--- src/rtl/gameport_pkg.sv ---
// Shared definitions for the ao486 gameport scheduler: applied-mode encoding,
// default GrIP timing constants, and the mode-request normaliser.
package gameport_pkg;

   typedef enum logic [1:0] {
      MODE_2JOY   = 2'd0,
      MODE_4BTN   = 2'd1,
      MODE_GRAVIS = 2'd2
   } mode_e;

   localparam int HALF_DIV_DEFAULT   = 2262;
   localparam int FRAME_BITS_DEFAULT = 24;

   // Encoding 3 is reserved and folds onto the two-joystick mode.
   function automatic mode_e norm_mode(input logic [1:0] cfg);
      case (cfg)
         2'd1:    return MODE_4BTN;
         2'd2:    return MODE_GRAVIS;
         default: return MODE_2JOY;
      endcase
   endfunction

endpackage

--- src/rtl/gameport_scheduler_if.sv ---
// CPU-side I/O bus of the gameport at 0x201: decoder select, strobes, read return.
interface gameport_scheduler_if;
   logic       io_cs;
   logic       io_read;
   logic       io_write;
   logic [7:0] io_readdata;
   logic       io_read_valid;

   modport master (
      output io_cs, io_read, io_write,
      input  io_readdata, io_read_valid
   );

   modport slave (
      input  io_cs, io_read, io_write,
      output io_readdata, io_read_valid
   );
endinterface

--- src/rtl/gameport_strobe_edge.sv ---
// Registered rising-edge one-shot: a strobe held for any number of cycles yields
// one pulse, visible in the cycle after the strobe first rises.
module gameport_strobe_edge (
   input  logic clk,
   input  logic rst_n,
   input  logic i_strobe,
   output logic o_rise,
   output logic o_pulse
);
   logic r_act;
   logic r_pulse;

   assign o_rise  = i_strobe & ~r_act;
   assign o_pulse = r_pulse;

   // Track the strobe level and launch the pulse on its rising edge.
   always_ff @(posedge clk) begin
      if (!rst_n) begin
         r_act   <= 1'b0;
         r_pulse <= 1'b0;
      end else begin
         r_act   <= i_strobe;
         r_pulse <= o_rise;
      end
   end
endmodule

--- src/rtl/gameport_scheduler.sv ---
// Gameport sequencing controller: one-shot CPU strobes, GrIP bit clock, per-frame
// pad snapshots and frame-aligned mode changes for the gameport datapath.
module gameport_scheduler
   import gameport_pkg::*;
#(
   parameter int HALF_DIV   = HALF_DIV_DEFAULT,
   parameter int FRAME_BITS = FRAME_BITS_DEFAULT
) (
   input  logic                 clk,
   input  logic                 rst_n,
   gameport_scheduler_if.slave  io_bus,
   input  logic [7:0]           i_joy_readdata,
   output logic                 o_joy_write,
   input  logic [13:0]          i_dig_1_in,
   input  logic [13:0]          i_dig_2_in,
   input  logic [1:0]           i_mode_cfg,
   output logic [13:0]          o_dig_1,
   output logic [13:0]          o_dig_2,
   output logic [1:0]           o_mode,
   output logic                 o_clk_grav,
   output logic                 o_frame_start
);
   localparam int DIV_W  = (HALF_DIV > 1) ? $clog2(HALF_DIV) : 1;
   localparam int EDGE_W = (FRAME_BITS > 1) ? $clog2(FRAME_BITS) : 1;
   localparam logic [DIV_W-1:0]  DIV_LAST  = DIV_W'(HALF_DIV - 1);
   localparam logic [EDGE_W-1:0] EDGE_LAST = EDGE_W'(FRAME_BITS - 1);

   logic              w_wr_strobe;
   logic              w_rd_strobe;
   logic              w_wr_rise_unused;
   logic              w_rd_rise;
   logic              w_rd_pulse;
   logic              w_wr_pulse;
   mode_e             w_cfg;
   logic              w_div_wrap;
   logic              w_rise;
   logic              w_frame_start;
   logic              w_boundary;

   logic [7:0]        r_readdata;
   mode_e             r_mode;
   logic [DIV_W-1:0]  r_div;
   logic [EDGE_W-1:0] r_edge;
   logic              r_clk_grav;
   logic              r_frame_start;
   logic [13:0]       r_dig_1;
   logic [13:0]       r_dig_2;

   assign w_wr_strobe = io_bus.io_cs & io_bus.io_write;
   assign w_rd_strobe = io_bus.io_cs & io_bus.io_read;

   gameport_strobe_edge u_wr_edge (
      .clk      (clk),
      .rst_n    (rst_n),
      .i_strobe (w_wr_strobe),
      .o_rise   (w_wr_rise_unused),
      .o_pulse  (w_wr_pulse)
   );

   gameport_strobe_edge u_rd_edge (
      .clk      (clk),
      .rst_n    (rst_n),
      .i_strobe (w_rd_strobe),
      .o_rise   (w_rd_rise),
      .o_pulse  (w_rd_pulse)
   );

   assign w_cfg         = norm_mode(i_mode_cfg);
   assign w_div_wrap    = (r_div == DIV_LAST);
   assign w_rise        = w_div_wrap & ~r_clk_grav;
   assign w_frame_start = w_rise & (r_edge == {EDGE_W{1'b0}});
   // The boundary is the falling toggle once the edge counter has wrapped back to 0.
   assign w_boundary    = w_div_wrap & r_clk_grav & (r_edge == {EDGE_W{1'b0}});

   // Capture the datapath status byte on each read rising edge; hold otherwise.
   always_ff @(posedge clk) begin
      if (!rst_n) begin
         r_readdata <= 8'd0;
      end else if (w_rd_rise) begin
         r_readdata <= i_joy_readdata;
      end else begin
         r_readdata <= r_readdata;
      end
   end

   // Mode register, GrIP divider/edge counter and pad-state scheduling.
   always_ff @(posedge clk) begin
      if (!rst_n) begin
         r_mode        <= MODE_2JOY;
         r_div         <= {DIV_W{1'b0}};
         r_edge        <= {EDGE_W{1'b0}};
         r_clk_grav    <= 1'b0;
         r_frame_start <= 1'b0;
         r_dig_1       <= 14'd0;
         r_dig_2       <= 14'd0;
      end else begin
         r_frame_start <= 1'b0;
         if (r_mode != MODE_GRAVIS) begin
            // Non-Gravis modes follow the request at once; this also covers Gravis entry.
            r_mode     <= w_cfg;
            r_div      <= {DIV_W{1'b0}};
            r_edge     <= {EDGE_W{1'b0}};
            r_clk_grav <= 1'b0;
            r_dig_1    <= i_dig_1_in;
            r_dig_2    <= i_dig_2_in;
         end else if (w_boundary && (w_cfg != MODE_GRAVIS)) begin
            r_mode     <= w_cfg;
            r_div      <= {DIV_W{1'b0}};
            r_edge     <= {EDGE_W{1'b0}};
            r_clk_grav <= 1'b0;
         end else begin
            r_div      <= w_div_wrap ? {DIV_W{1'b0}} : (r_div + DIV_W'(1));
            r_clk_grav <= w_div_wrap ? ~r_clk_grav : r_clk_grav;
            if (w_rise) begin
               r_edge <= (r_edge == EDGE_LAST) ? {EDGE_W{1'b0}} : (r_edge + EDGE_W'(1));
            end else begin
               r_edge <= r_edge;
            end
            if (w_frame_start) begin
               r_frame_start <= 1'b1;
               r_dig_1       <= i_dig_1_in;
               r_dig_2       <= i_dig_2_in;
            end else begin
               r_dig_1       <= r_dig_1;
               r_dig_2       <= r_dig_2;
            end
         end
      end
   end

   assign io_bus.io_readdata   = r_readdata;
   assign io_bus.io_read_valid = w_rd_pulse;
   assign o_joy_write          = w_wr_pulse;
   assign o_dig_1              = r_dig_1;
   assign o_dig_2              = r_dig_2;
   assign o_mode               = r_mode;
   assign o_clk_grav           = r_clk_grav;
   assign o_frame_start        = r_frame_start;
endmodule

--- src/flat_wrapper.sv ---
// flat-port wrapper written by rule: the top's interface ports become plain ports
module gameport_scheduler_flat import gameport_pkg::*;
#(
   parameter int HALF_DIV   = HALF_DIV_DEFAULT,
   parameter int FRAME_BITS = FRAME_BITS_DEFAULT
)
  (clk, rst_n, i_joy_readdata, o_joy_write, i_dig_1_in, i_dig_2_in, i_mode_cfg, o_dig_1, o_dig_2, o_mode, o_clk_grav, o_frame_start, io_bus_io_cs, io_bus_io_read, io_bus_io_write, io_bus_io_readdata, io_bus_io_read_valid);
  gameport_scheduler_if io_bus_i ();
  input  logic clk;
  input  logic rst_n;
  input  logic [7:0] i_joy_readdata;
  output logic o_joy_write;
  input  logic [13:0] i_dig_1_in;
  input  logic [13:0] i_dig_2_in;
  input  logic [1:0] i_mode_cfg;
  output logic [13:0] o_dig_1;
  output logic [13:0] o_dig_2;
  output logic [1:0] o_mode;
  output logic o_clk_grav;
  output logic o_frame_start;
  input wire logic [$bits(io_bus_i.io_cs)-1:0] io_bus_io_cs;
  input wire logic [$bits(io_bus_i.io_read)-1:0] io_bus_io_read;
  input wire logic [$bits(io_bus_i.io_write)-1:0] io_bus_io_write;
  output wire logic [$bits(io_bus_i.io_readdata)-1:0] io_bus_io_readdata;
  output wire logic [$bits(io_bus_i.io_read_valid)-1:0] io_bus_io_read_valid;
  assign io_bus_i.io_cs = io_bus_io_cs;
  assign io_bus_i.io_read = io_bus_io_read;
  assign io_bus_i.io_write = io_bus_io_write;
  assign io_bus_io_readdata = io_bus_i.io_readdata;
  assign io_bus_io_read_valid = io_bus_i.io_read_valid;
  gameport_scheduler #(.HALF_DIV(HALF_DIV), .FRAME_BITS(FRAME_BITS)) u_core (.clk(clk), .rst_n(rst_n), .io_bus(io_bus_i), .i_joy_readdata(i_joy_readdata), .o_joy_write(o_joy_write), .i_dig_1_in(i_dig_1_in), .i_dig_2_in(i_dig_2_in), .i_mode_cfg(i_mode_cfg), .o_dig_1(o_dig_1), .o_dig_2(o_dig_2), .o_mode(o_mode), .o_clk_grav(o_clk_grav), .o_frame_start(o_frame_start));
endmodule
--- config.mk ---
export PLATFORM = sky130hd
export DESIGN_NAME = gameport_scheduler_flat
export DESIGN_NICKNAME = d
export VERILOG_FILES = /design/src/rtl/gameport_pkg.sv /design/src/rtl/gameport_scheduler_if.sv /design/src/rtl/gameport_strobe_edge.sv /design/src/rtl/gameport_scheduler.sv /design/src/flat_wrapper.sv
export SDC_FILE = /design/constraint.sdc
export NUM_CORES = 1
export LEC_CHECK = 0
export ABC_AREA = 1
export BUFFER_PORTS_ARGS = -buffer_cell sky130_fd_sc_hd__buf_2
export CAP_MARGIN = 20
export CELL_PAD_IN_SITES_DETAIL_PLACEMENT = 0
export CELL_PAD_IN_SITES_GLOBAL_PLACEMENT = 1
export CORE_MARGIN = 2
export CORE_UTILIZATION = 39
export DETAILED_ROUTE_END_ITERATION = 10
export PLACE_DENSITY_LB_ADDON = 0.1
export SKIP_LAST_GASP = 1
export SLEW_MARGIN = 20
export SYNTH_ARGS = -nofsm -noshare
export SYNTH_HDL_FRONTEND = slang
export SYNTH_SLANG_ARGS = --single-unit
export TNS_END_PERCENT = 5
--- constraint.sdc ---
create_clock -name clk -period 2.3 [get_ports clk]
set_input_delay 0.115 -clock clk [delete_from_list [all_inputs] [get_ports clk]]
set_output_delay 0.115 -clock clk [all_outputs]
set_load 0.005 [all_outputs]
==> impl_metrics.py <==
metrics = {
    "final_layout": {
        "mostFrequentLayoutCells": "buf_2, nand2_1, dfxtp_1",
        "final_nets": 544,
        "n_fill_cell": 696,
        "antenna_cells": 0,
        "multi_input_area_sq_mm": 0.00127,
        "final_common_cell": "buf_2",
        "area_delta_synth_final_pct": 34.5,
        "register_area_sq_mm": 0.00122,
        "drive_gt1_share_pct": 25.5,
    },
    "power": {
        "p_comb_share_pct": 14.2,
        "switching_share_pct": 26.4,
        "max-vdd-ir-drop_mv": 0.327,
        "p_int_uw": 1660,
        "p_leak_uw": 0.00175,
        "seqPwrFrac_pct": 50.6,
        "finalPower_uw": 2250,
        "p_clk_share_pct": 35.2,
        "pwr_density_cell_mw_per_mm2": 597,
        "p_sw_uw": 595,
    },
    "run": {
        "maxCapViolations": 0,
    },
    "clock_tree": {
        "cts.sinks": 61,
        "cts_tree": "built",
        "clkTransAtPathRegs_ns": 0.07,
        "cts_setup_buffers": 0,
        "insertion_delay_ns": 0.33,
        "cts_buffers": 9,
        "clock-root-buffer": "clkbuf_8",
        "h-tree-depth": 3,
        "cts_buffer_depth": 2,
    },
    "die": {
        "core-area_sq_mm": 0.00687,
        "die_height_um": 88.8,
        "rows": 30,
        "ios": 85,
        "die_area_sq_mm": 0.00788,
        "start_util_pct": 40.8,
        "fp.dieW_um": 88.8,
    },
    "worst_setup_path": {
        "arrival_ns": 1.84,
        "crit_path_end_kind": "flip-flop",
        "critPathMaxFanout": 56,
        "crit_type": "flip-flop to flip-flop",
        "cp.required_ns": 2.53,
        "setup.worst_path.start_class": "flip-flop",
    },
    "synthesis": {
        "yosys.area.top_type": "dfxtp_1",
        "synth_area_per_cell_sq_um": 7.30,
        "synth_nets": 431,
        "ys_types": 23,
        "synth_cells": 384,
        "syn_area_sq_mm": 0.00280,
        "synth-seq-cells": 61,
        "synth_warnings": 0,
        "synth_top_area_share_pct": 43.6,
        "synth_area_leaders": "dfxtp_1, nand2_1, nor2_1",
        "synth-seq-area-share_pct": 43.6,
    },
    "detailed_routing": {
        "via_count": 2728,
        "drtIter0Drc": 76,
        "firstDrtPassIters": 4,
        "viasPerCell": 4.56,
        "route.detailed.drc": 0,
        "ant_nets": 0,
        "wl_per_cell_um": 11.2,
        "routed_wl_um": 6700,
    },
    "placed_design": {
        "gp_congestion": 0.785,
        "dp_hpwl_um": 4350,
        "port_buffers": 84,
    },
    "global_route": {
        "antenna_found_initial": 0,
        "grt_start_max_net_pins": 59,
        "grt_pass1_vias": 2464,
        "grt_overflow": 0,
        "grt_pass1_wl_um": 10800,
        "grt_util_all_layers_pct": 17.7,
    },
    "sta": {
        "slew_viol_final": 0,
        "setup_tns_ns": 0,
        "rsz0062_at_grt": "false",
        "finalSetupViolCount": 0,
        "slew_headroom_pct": 65.0,
        "min_period_ns": 1.61,
        "worstMarginPinSlew_ns": 0.523,
        "clock.fmax_mhz": 620,
        "skew_ns": 0.00685,
        "fin_crit_sh_pct": 70.1,
        "finalHoldViolations": 0,
    },
    "outcome": {
        "status": "finished clean",
    },
    "hold_path": {
        "hold_class": "primary input to flip-flop",
    },
}
-- routing by layer --
layer	routed length (um)	track usage, %	vias up
met5	0	0	-
met4	123	8.82	0
met3	376	4.85	12
met2	3160	29.0	63
met1	3040	21.3	1213
li1	-	-	1440
-- cells in the mapped netlist --
cell and number:
inv_1 52, xor2_1 2, ha_1 4, inv_2 2, a21oi_1 43, buf_2 9
nand3_2 20, nor4_1 1, nor2_1 61, nor2_2 1, nor3_1 7, dfxtp_1 61
clkbuf_1 2, buf_1 2, nand3_1 24, buf_6 5, nand2_1 64, or2_2 1
nand4_2 1, clkinv_1 1, o21ai_0 11, nand4_1 7, nor3b_1 3
-- final timing paths --
path,start,end,slack [ns],cells after the start
max reg2reg,u_core.r_div[0],u_core.o_dig_2[10],0.69,7
min reg2reg,u_core.u_wr_edge.r_act,u_core.u_wr_edge.o_pulse,0.39,1
min,i_dig_2_in[3],u_core.o_dig_2[3],0.02,3
max,u_core.r_div[0],u_core.o_dig_2[10],0.69,7
-- stage by stage --
step	setup WS (ns)	area, sq um	util [%]	std cells	hold WS, ns
2_1_floorplan	0.858	2800	-	384	0.247
3_3_place_gp	0.755	3280	47.8	549	0.332
6_report	0.688	3770	54.9	598	0.0183
5_1_grt	0.499	3770	54.9	598	0.0118
4_1_cts	0.702	3770	54.9	598	0.000851
3_5_place_dp	0.711	3280	47.8	549	0.340
-- critical path: stages (launching register included) --
cell and delay (ns):
dfxtp_1 0.38, ha_1 0.19, nand2_1 0.07, nor2_1 0.23
nand4_2 0.16, buf_12 0.22, a21oi_1 0.17, nor2_1 0.06
-- power groups by stage --
stage | clock network [uW] | registers (uW) | logic, uW
2_1_floorplan | 0 | 1170 | 152
3_3_place_gp | 0 | 1160 | 275
3_5_place_dp | 0 | 1160 | 278
4_1_cts | 824 | 1140 | 322
5_1_grt | 869 | 1150 | 365
6_report | 791 | 1140 | 320
-- timing repair --
item / 4_1_cts / 5_1_grt
gates resized for setup: 0 / 0
endpoints found under the setup margin: 0 / 0
endpoints found under the hold margin: 33 / 0
hold buffers: 33 / 0
-- flip-flops by register name, indices dropped and copies added (netlist names) --
register,count
u_core.o_dig_1,14
u_core.u_wr_edge.r_act,1
u_core.io_bus.io_readdata,8
u_core.o_mode,2
u_core.o_frame_start,1
u_core.r_div,12
u_core.r_edge,5
u_core.u_rd_edge.o_pulse,1
u_core.u_wr_edge.o_pulse,1
u_core.o_clk_grav,1
u_core.o_dig_2,14
u_core.u_rd_edge.r_act,1
-- final cells by class --
cell class | count | area share [%]
Clock inverter | 6 | 0.796
Sequential cell | 61 | 32.4
Tap cell | 96 | 3.19
Timing Repair Buffer | 120 | 21.2
Multi-Input combinational cell | 250 | 33.6
Inverter | 55 | 5.47
Clock buffer | 10 | 3.38
-- cell families (layout without fill, tap and decap cells) --
logic type	count (synthesis)	in the layout	synth area share (%)
xor gates and xnor gates	2	2	0.625
and+or+nand+nor	190	190	32.9
DFF	61	61	43.6
adders and majority gates	4	4	1.78
AOI/OAI and AO/OA	54	54	9.64
buffers and inverters	73	191	11.5
Note: power is estimated with default switching activity, not from simulation.
